## config.mk

```make
export PLATFORM = sky130hd
export DESIGN_NAME = call_stack
export DESIGN_NICKNAME = d
export VERILOG_FILES = /design/src/rtl/stack_pkg.sv /design/src/rtl/stack_mem.sv /design/src/rtl/call_stack.sv
export SDC_FILE = /design/constraint.sdc
export NUM_CORES = 1
export LEC_CHECK = 0
export BUFFER_PORTS_ARGS = -buffer_cell sky130_fd_sc_hd__buf_2
export CAP_MARGIN = 30
export CORE_ASPECT_RATIO = 0.6
export CORE_MARGIN = 1.5
export CORE_UTILIZATION = 60
export DETAILED_ROUTE_END_ITERATION = 16
export PLACE_DENSITY = 0.8
export SETUP_SLACK_MARGIN = 0.3
export SYNTH_ARGS = -nofsm -noshare
export SYNTH_HDL_FRONTEND = slang
export SYNTH_SLANG_ARGS = --single-unit
```

## constraint.sdc

```tcl
create_clock -name clk -period 6.15 [get_ports clk]
set_input_delay 0.3075 -clock clk [delete_from_list [all_inputs] [get_ports clk]]
set_output_delay 0.3075 -clock clk [all_outputs]
set_load 0.03 [all_outputs]
```

## src/rtl/stack_pkg.sv

```systemverilog
// Shared types and default widths for the return-address stack and its controller.
package stack_pkg;

    localparam int ADDR_WIDTH_DEF = 8;
    localparam int DEPTH_DEF      = 8;

    typedef enum logic [1:0] {
        OP_NOP,
        OP_PUSH,
        OP_POP,
        OP_REPLACE
    } stack_op_t;

    // Push+pop on an empty stack degrades to a plain push; illegal requests become NOP.
    function automatic stack_op_t decode_op(
        input logic push,
        input logic pop,
        input logic empty,
        input logic full
    );
        stack_op_t op;
        op = OP_NOP;
        if (push && pop) begin
            op = empty ? OP_PUSH : OP_REPLACE;
        end else if (push) begin
            op = full ? OP_NOP : OP_PUSH;
        end else if (pop) begin
            op = empty ? OP_NOP : OP_POP;
        end
        return op;
    endfunction

    function automatic logic is_overflow(input logic push, input logic pop, input logic full);
        return push && !pop && full;
    endfunction

    function automatic logic is_underflow(input logic push, input logic pop, input logic empty);
        return pop && !push && empty;
    endfunction

endpackage

```

## src/rtl/stack_mem.sv

```systemverilog
// Entry storage for call_stack: one synchronous write port, one combinational read port, no reset.
module stack_mem #(
    parameter int ADDR_WIDTH = 8,
    parameter int DEPTH      = 8,
    parameter int PTR_W      = $clog2(DEPTH)
) (
    input  logic                  clk,
    input  logic                  we,
    input  logic [PTR_W-1:0]      waddr,
    input  logic [ADDR_WIDTH-1:0] wdata,
    input  logic [PTR_W-1:0]      raddr,
    output logic [ADDR_WIDTH-1:0] rdata
);

    logic [ADDR_WIDTH-1:0] mem [DEPTH];

    always_ff @(posedge clk) begin
        if (we) begin
            mem[waddr] <= wdata;
        end
    end

    assign rdata = mem[raddr];

endmodule

```

## src/rtl/call_stack.sv

```systemverilog
// Return-address stack: pointer, op decode, registered top-of-stack and sticky error flag.
// Optional error reporting is built only when CALL_STACK_ERR_EN is defined.
module call_stack
    import stack_pkg::*;
#(
    parameter int ADDR_WIDTH = ADDR_WIDTH_DEF,
    parameter int DEPTH      = DEPTH_DEF
) (
    input  logic                         clk,
    input  logic                         rst,
    input  logic                         push,
    input  logic                         pop,
    input  logic [ADDR_WIDTH-1:0]        push_data,
    output logic [ADDR_WIDTH-1:0]        top,
    output logic [$clog2(DEPTH+1)-1:0]   count,
    output logic                         empty,
    output logic                         full,
    output logic                         err
);

    localparam int CNT_W = $clog2(DEPTH+1);
    localparam int PTR_W = $clog2(DEPTH);

    typedef logic [PTR_W-1:0] ptr_t;

    logic [CNT_W-1:0]      sp_p1;
    logic [ADDR_WIDTH-1:0] top_p1;
    stack_op_t             op_p0;
    logic                  mem_we_p0;
    ptr_t                  mem_waddr_p0;
    ptr_t                  mem_raddr_p0;
    logic [ADDR_WIDTH-1:0] mem_rdata_p0;

    assign empty = (sp_p1 == '0);
    assign full  = (sp_p1 == CNT_W'(DEPTH));
    assign count = sp_p1;
    assign top   = top_p1;

    // Stage p0: request decode and memory addressing
    always_comb begin
        op_p0        = decode_op(push, pop, empty, full);
        mem_we_p0    = 1'b0;
        mem_waddr_p0 = ptr_t'(sp_p1);
        mem_raddr_p0 = ptr_t'(sp_p1) - ptr_t'(2);
        unique case (op_p0)
            OP_PUSH: begin
                mem_we_p0    = 1'b1;
                mem_waddr_p0 = ptr_t'(sp_p1);
            end
            OP_REPLACE: begin
                mem_we_p0    = 1'b1;
                mem_waddr_p0 = ptr_t'(sp_p1) - ptr_t'(1);
            end
            default: begin
                mem_we_p0    = 1'b0;
            end
        endcase
    end

    stack_mem #(
        .ADDR_WIDTH (ADDR_WIDTH),
        .DEPTH      (DEPTH),
        .PTR_W      (PTR_W)
    ) u_stack_mem (
        .clk   (clk),
        .we    (mem_we_p0),
        .waddr (mem_waddr_p0),
        .wdata (push_data),
        .raddr (mem_raddr_p0),
        .rdata (mem_rdata_p0)
    );

    // Stage p1: pointer and top-of-stack registers
    always_ff @(posedge clk or negedge rst) begin
        if (!rst) begin
            sp_p1  <= '0;
            top_p1 <= '0;
        end else begin
            unique case (op_p0)
                OP_PUSH: begin
                    sp_p1  <= sp_p1 + CNT_W'(1);
                    top_p1 <= push_data;
                end
                OP_POP: begin
                    sp_p1  <= sp_p1 - CNT_W'(1);
                    top_p1 <= (sp_p1 == CNT_W'(1)) ? '0 : mem_rdata_p0;
                end
                OP_REPLACE: begin
                    top_p1 <= push_data;
                end
                default: begin
                end
            endcase
        end
    end

`ifdef CALL_STACK_ERR_EN
    logic err_p1;
    logic err_det_p0;

    assign err_det_p0 = is_overflow(push, pop, full) || is_underflow(push, pop, empty);

    always_ff @(posedge clk or negedge rst) begin
        if (!rst) begin
            err_p1 <= 1'b0;
        end else if (err_det_p0) begin
            err_p1 <= 1'b1;
        end
    end

    assign err = err_p1;
`else
    assign err = 1'b0;
`endif

endmodule
```

After elaboration in Yosys (flattened, before gate mapping)
Memories as Yosys holds them, arrays and structs flattened.
Index checks and enable logic that the tools add are counted.
{"block": "totals", "ff_bits": 12, "mem_bits_rw": 64, "inputBits": 12, "out_inout_bits": 15, "mem_count": 1}
{"block": "classes", "add_sub_neg": 4, "eq_ne": 5, "mux": 13, "n_reduce_logical": 5}
{"name": "u_stack_mem.mem", "words": 8, "width": 8, "rd": 1, "rd_ports_with_merged_regs": 0, "wr": 1, "line": "stack_mem.sv:15", "source": "logic [ADDR_WIDTH-1:0] mem [DEPTH];"}
{"operator": "8-bit case mux with 2 select lines", "n": 1}
{"operator": "2-bit two-way mux", "n": 5}
{"operator": "8-bit two-way mux", "n": 1}
{"operator": "4-bit case mux with 2 select lines", "n": 1}
{"operator": "4-bit by 1-bit adder with 4-bit output (second input constant)", "n": 1}
{"operator": "2-bit == test (second input constant)", "n": 2}
{"operator": "4-bit by 1-bit == test with 1-bit output (second input constant)", "n": 1}
{"operator": "4-bit == test (second input constant)", "n": 1}
{"operator": "4-bit zero test", "n": 1}
{"operator": "1-bit two-way mux", "n": 4}
{"operator": "2-bit nonzero test", "n": 2}
{"operator": "4-bit by 1-bit subtractor with 4-bit output (second input constant)", "n": 1}
{"operator": "3-bit two-way mux", "n": 1}
{"operator": "3-bit by 1-bit subtractor with 3-bit output (second input constant)", "n": 1}
{"operator": "3-bit by 2-bit subtractor with 3-bit output (second input constant)", "n": 1}
{"operator": "2-bit by 1-bit == test with 1-bit output (second input constant)", "n": 1}
{"operator": "2-bit OR reduction", "n": 1}
{"operator": "1-bit logical AND", "n": 1}

Longest topological paths before layout
{"block": "depth", "depth_word": 10, "ltp_mapped": 11}

By module
A second synthesis with hierarchy kept.
{"block": "hier_totals", "cells_unflattened": 183, "area_unflattened_um2": 3321.9}
{"module": "stack_mem", "instances": 1, "cells_each": 106, "area_per_inst_um2": 2531.2, "seq_area_each_um2": 1921.8}
{"module": "call_stack", "instances": 1, "cells_each": 77, "area_per_inst_um2": 790.8, "seq_area_each_um2": 300.3}

Worst setup path before layout
Ideal clock, no wire load.
{"block": "synth_timing", "path_kind": "register to register", "startpoint": "reg sp_p1[1], in the netlist count[1]", "endpoint": "mem u_stack_mem.mem[0][0], enable pin", "t_arrival_ns": 2.839, "t_required_ns": 5.780, "slack_ns": 2.941, "stages_incl_launch_ff": 11, "period_less_slack_ns": 3.209, "cell_sequence": "dfrtp_1 inv_1 buf_4 ha_1 and4bb_2 nor2_1 ha_1 clkbuf_1 xor2_1 or3_1 nor2_1"}
{"block": "synth_via", "elab_chain_len": 10}
{"item": "from (decl)", "line": "call_stack.sv:26", "source": "logic [CNT_W-1:0] sp_p1;"}
{"item": "from (signal assigned)", "line": "call_stack.sv:81", "source": "sp_p1 <= sp_p1 + CNT_W'(1);"}
{"item": "from (signal assigned)", "line": "call_stack.sv:85", "source": "sp_p1 <= sp_p1 - CNT_W'(1);"}
{"item": "4-bit zero test", "line": "call_stack.sv:34", "source": "assign empty = (sp_p1 == '0);"}
{"item": "2-bit two-way mux", "line": "stack_pkg.sv:28", "source": "op = empty ? OP_NOP : OP_POP;"}
{"item": "2-bit two-way mux", "line": "stack_pkg.sv:27", "source": "end else if (pop) begin"}
{"item": "2-bit two-way mux", "line": "stack_pkg.sv:25", "source": "end else if (push) begin"}
{"item": "2-bit two-way mux", "line": "stack_pkg.sv:23", "source": "if (push && pop) begin"}
{"item": "2-bit == test or 2-bit by 1-bit == test with 1-bit output (tied branches)", "line": "call_stack.sv:45", "source": "unique case (op_p0)"}
{"item": "2-bit OR reduction (no line)"}
{"item": "1-bit two-way mux", "line": "call_stack.sv:45"}
{"item": "1-bit two-way mux", "line": "stack_mem.sv:18", "source": "if (we) begin"}
{"item": "1-bit two-way mux (implied by the code)", "line": "stack_mem.sv:19", "source": "mem[waddr] <= wdata;"}
{"item": "to (decl)", "line": "stack_mem.sv:15"}
Parallel ways exist; a longest one is shown, timed or not.

Worst setup path after layout
{"block": "layout_timing", "startpoint": "reg sp_p1[1], in the netlist count[1]", "endpoint": "mem u_stack_mem.mem[6][4], enable pin"}
Same word-level chain as after synthesis.

==> impl_metrics.prom <==
# TYPE chip_impl_metric gauge
chip_impl_metric{name="post-route-min-period",unit="ns"} 3.57
chip_impl_metric{name="synthToLayoutAreaGrowth",unit="%"} 10.5
chip_impl_info{name="crit_type",value="reg2reg"} 1
chip_impl_metric{name="clock_skew",unit="ns"} 0.00873
chip_impl_metric{name="synthesis.instances",unit=""} 186
chip_impl_metric{name="irDropWorstVdd",unit="V"} 0.000231
chip_impl_metric{name="die_area",unit="sq mm"} 0.00591
chip_impl_info{name="ctsRootBufferMaster",value="sky130_fd_sc_hd__clkbuf_8"} 1
chip_impl_metric{name="wl_met1",unit="mm"} 2.88
chip_impl_metric{name="cts_post_setup_buffers_inserted",unit=""} 0
chip_impl_metric{name="maxClockFrequency",unit="GHz"} 0.280
chip_impl_metric{name="drive_gt1_share",unit="%"} 26.8
chip_impl_metric{name="grt_util_all_layers",unit="%"} 23.6
chip_impl_metric{name="synthArstFlopShare",unit="%"} 15.8
chip_impl_metric{name="via_count_of_the_first_global_routing_pass",unit=""} 1708
chip_impl_metric{name="synth-edff-count",unit=""} 64
chip_impl_metric{name="num_antenna_cells",unit=""} 0
chip_impl_metric{name="netSwitchingPower",unit="uW"} 665
chip_impl_metric{name="drt_first_pass_iters",unit=""} 4
chip_impl_metric{name="synth-seq-cells",unit=""} 76
chip_impl_metric{name="finalWirelength",unit="mm"} 6.09
chip_impl_metric{name="gp_routability_congestion",unit=""} 0.875
chip_impl_metric{name="detail_route.wl_per_cell",unit="microns"} 21.3
chip_impl_metric{name="clock_insertion_delay_worst_skew",unit="ns"} 0.35
chip_impl_metric{name="timing.final.hold_violations",unit=""} 0
chip_impl_info{name="cts_tree",value="yes"} 1
chip_impl_metric{name="route.detailed.vias_per_inst",unit=""} 6.06
chip_impl_metric{name="worst-path-buf-inv",unit=""} 1
chip_impl_metric{name="fp-row-count",unit=""} 20
chip_impl_metric{name="critPathRequiredTime",unit="ns"} 6.13
chip_impl_metric{name="synth_adder_area_share",unit="%"} 3.45
chip_impl_info{name="series_of_cell_instances_along_the_critical_path",value="inv_1 -> ha_1 -> and4bb_2 -> nor2_1 -> ha_1 -> xor2_1 -> or3_1 -> nor2_1"} 1
chip_impl_metric{name="synth_top_cell_area_share",unit="%"} 58.9
chip_impl_metric{name="antenna_found_initial",unit=""} 0
chip_impl_metric{name="drt_drc_violations_left",unit=""} 0
chip_impl_metric{name="final.setup.tns",unit="ns"} 0
chip_impl_metric{name="seq_power_share",unit="%"} 39.7
chip_impl_info{name="hold_class",value="in2reg"} 1
chip_impl_metric{name="grt-ovfl-total",unit=""} 0
chip_impl_info{name="synth.cells.most_frequent",value="sky130_fd_sc_hd__edfxtp_1 (64), sky130_fd_sc_hd__mux4_2 (15), sky130_fd_sc_hd__nor2_1 (14)"} 1
chip_impl_metric{name="post-place-ws",unit="ns"} 2.59
chip_impl_metric{name="timing.max_slew.rel_slack",unit="%"} 44.9
chip_impl_info{name="worst_setup_path_end_kind",value="flip-flop"} 1
chip_impl_metric{name="final_worst_path_setup_slack",unit="ns"} 2.58
chip_impl_info{name="highest_layer",value="met4"} 1
chip_impl_metric{name="cts.sinks",unit=""} 76
chip_impl_metric{name="met3_length",unit="microns"} 499
chip_impl_metric{name="count_of_hold_fix_buffers_inserted_at_cts",unit=""} 1
chip_impl_metric{name="maxCapViolations",unit=""} 0
chip_impl_info{name="synth.most_common_cell",value="sky130_fd_sc_hd__edfxtp_1"} 1
chip_impl_metric{name="design.portCount",unit=""} 27
chip_impl_info{name="synth_top_family_by_area",value="multiplexers"} 1
chip_impl_metric{name="post_synth_instance_area",unit="sq mm"} 0.00326
chip_impl_metric{name="post_cts_resize_count",unit=""} 0
chip_impl_metric{name="met2RoutedLength",unit="mm"} 2.64
chip_impl_metric{name="cts-buffers-inserted",unit=""} 9
chip_impl_metric{name="core-area",unit="sq mm"} 0.00515
chip_impl_metric{name="crit_arrival",unit="ns"} 3.55
chip_impl_metric{name="finalSetupViolCount",unit=""} 0
chip_impl_metric{name="yosys.area_share.simple",unit="%"} 5.29
chip_impl_metric{name="synth_xor_area_share",unit="%"} 1.61
chip_impl_metric{name="post-route-period-util",unit="%"} 58.1
chip_impl_info{name="yosys.area.top_type",value="sky130_fd_sc_hd__edfxtp_1"} 1
chip_impl_metric{name="mappedNetlistNets",unit=""} 207
chip_impl_metric{name="maximum_number_of_pins_on_one_net_before_global_route_repair",unit=""} 25
chip_impl_metric{name="initial_drc_count",unit=""} 221
chip_impl_metric{name="report.final.slew_viol_count",unit=""} 0
chip_impl_metric{name="chipHeight",unit="microns"} 60.1
chip_impl_metric{name="fp.dieW",unit="microns"} 98.2
chip_impl_info{name="worst_setup_path_start_kind",value="flip-flop"} 1
chip_impl_metric{name="initial_core_util",unit="%"} 63.3
chip_impl_metric{name="max_stage_delay",unit="ns"} 0.60
chip_impl_metric{name="clock_power_share",unit="%"} 20.2
chip_impl_metric{name="cts.path.max_buffers",unit=""} 2
chip_impl_metric{name="grt_first_pass_wirelength",unit="mm"} 9.53
chip_impl_info{name="rsz0062_at_grt",value="false"} 1
chip_impl_metric{name="power.internal",unit="uW"} 1170
chip_impl_metric{name="pwr-share-comb",unit="%"} 40.1
chip_impl_info{name="synth.top_cells.by_area",value="sky130_fd_sc_hd__edfxtp_1 (59%), sky130_fd_sc_hd__mux4_2 (10%), sky130_fd_sc_hd__dfrtp_1 (9.2%), sky130_fd_sc_hd__ha_1 (3.4%), sky130_fd_sc_hd__a221o_1 (2.1%)"} 1
chip_impl_metric{name="dr_total_vias",unit=""} 1732
chip_impl_metric{name="measured_slew_at_the_worst_slew_check_pin",unit="ns"} 0.824
chip_impl_info{name="family_with_the_most_delay_on_the_worst_path",value="simple AND/OR/NAND/NOR gates"} 1
chip_impl_metric{name="swShare",unit="%"} 36.2
chip_impl_metric{name="path_clk_slew",unit="ns"} 0.07
chip_impl_metric{name="path_max_fanout",unit=""} 14
chip_impl_metric{name="post_synthesis_compound_gate_area_fraction",unit="%"} 4.71
chip_impl_metric{name="port-buffer-count",unit=""} 25
chip_impl_info{name="critical-path-slowest-cell",value="sky130_fd_sc_hd__nor2_1"} 1
chip_impl_metric{name="power_density",unit="mW/mm^2"} 510
chip_impl_metric{name="yosysSeqAreaShare",unit="%"} 68.1
chip_impl_metric{name="count_of_nets_after_finishing",unit=""} 236
chip_impl_info{name="status",value="finished, final reports clean"} 1
chip_impl_metric{name="htreeDepth",unit=""} 3
chip_impl_metric{name="synth_mux_area_share",unit="%"} 13.6
chip_impl_metric{name="syn-mean-instance-area",unit="sq um"} 17.6
chip_impl_metric{name="dp_hpwl",unit="mm"} 4.22
chip_impl_metric{name="drtAntennaViolNets",unit=""} 0
chip_impl_metric{name="post_synth_num_cell_types",unit=""} 32
chip_impl_metric{name="ys_warn_count",unit=""} 0
chip_impl_metric{name="total_leakage_power",unit="uW"} 0.00132
chip_impl_info{name="ys_dominant_reg_cell",value="sky130_fd_sc_hd__edfxtp_1"} 1
[metal layers]
metal,vias to the layer above,track usage [%]
met1,883,35.3
met5,-,0
met4,0,7.24
met2,55,34.0
li1,786,-
met3,8,7.25
[layout make-up]
type                       instances  area (sq um)
timing repair buffer              27           143
clock inverter                     4          48.8
clock buffer                      12           145
multi-input combinational         94           941
sequential                        76          2220
tap                               66          82.6
fill                             327          1550
inverter                           7          26.3
[kinds of logic after synthesis]
| logic type | count (synthesis) |
|---|---|
| AO/OA/AOI/OAI | 18 |
| XOR/XNOR | 6 |
| adder cells (fa/ha/maj) | 9 |
| buffers and inverters | 16 |
| flip-flops | 76 |
| multiplexers | 24 |
| other | 1 |
| AND/OR/NAND/NOR | 36 |
[worst reg2reg max path: stages (launching register included)]
cell	delay (ns)
sky130_fd_sc_hd__dfrtp_1	0.47
sky130_fd_sc_hd__inv_1	0.46
sky130_fd_sc_hd__ha_1	0.35
sky130_fd_sc_hd__and4bb_2	0.33
sky130_fd_sc_hd__nor2_1	0.09
sky130_fd_sc_hd__ha_1	0.31
sky130_fd_sc_hd__xor2_1	0.20
sky130_fd_sc_hd__or3_1	0.39
sky130_fd_sc_hd__nor2_1	0.60
[worst paths after layout]
kind | from | cells after the start | endpoint | slack (ns)
worst max-delay path | count[1] | 8 | u_stack_mem.mem[6][4] | 2.58
worst min-delay path | push_data[4] | 1 | u_stack_mem.mem[0][4] | 0.26
worst max register to register | count[1] | 8 | u_stack_mem.mem[6][4] | 2.58
worst min register to register | top[6] | 1 | top[6] | 0.52
max in group asynchronous | rst | 2 | top[2] | 5.50
min in group asynchronous | rst | 2 | top[1] | 0.40
[power by group through the flow]
| stage | Clock [uW] | Combinational (uW) | Sequential, uW |
|---|---|---|---|
| floorplan | 0 | 500 | 809 |
| global placement | 0 | 724 | 734 |
| detailed placement | 0 | 736 | 741 |
| CTS | 375 | 740 | 731 |
| global route | 398 | 798 | 739 |
| finish | 371 | 738 | 731 |
[per-stage QoR]
stage	power (uW)	util [%]	hold WS (ns)	instances	cell area [sq um]
after floorplan	1310	-	0.0119	186	3260
after global placement	1460	66.0	0.212	269	3400
after detailed placement	1480	66.0	0.220	269	3400
after CTS	1850	70.0	0.259	286	3610
after global routing	1940	70.0	0.271	286	3610
final	1840	70.0	0.264	286	3610
[state kept, by name, indices dropped and copies added (netlist names)]
register	flops
count	4
top	8
u_stack_mem.mem	64
[cell usage in the layout, fill, tap and decap left out, drive strengths merged, types with 2 or more instances in the layout]
cell	Yosys	final
xor2	2	2
inv	7	7
and3	2	2
a32oi	2	2
xnor2	4	4
a221o	7	7
dfrtp	12	12
clkbuf	2	12
mux4	16	16
mux2i	7	7
clkinv	0	3
buf	7	26
ha	9	9
edfxtp	64	64
nor3	9	9
nand2	8	8
nor2	14	14
o21ai	3	3
a21oi	3	3
No activity file was read; power rests on OpenSTA's default activity.
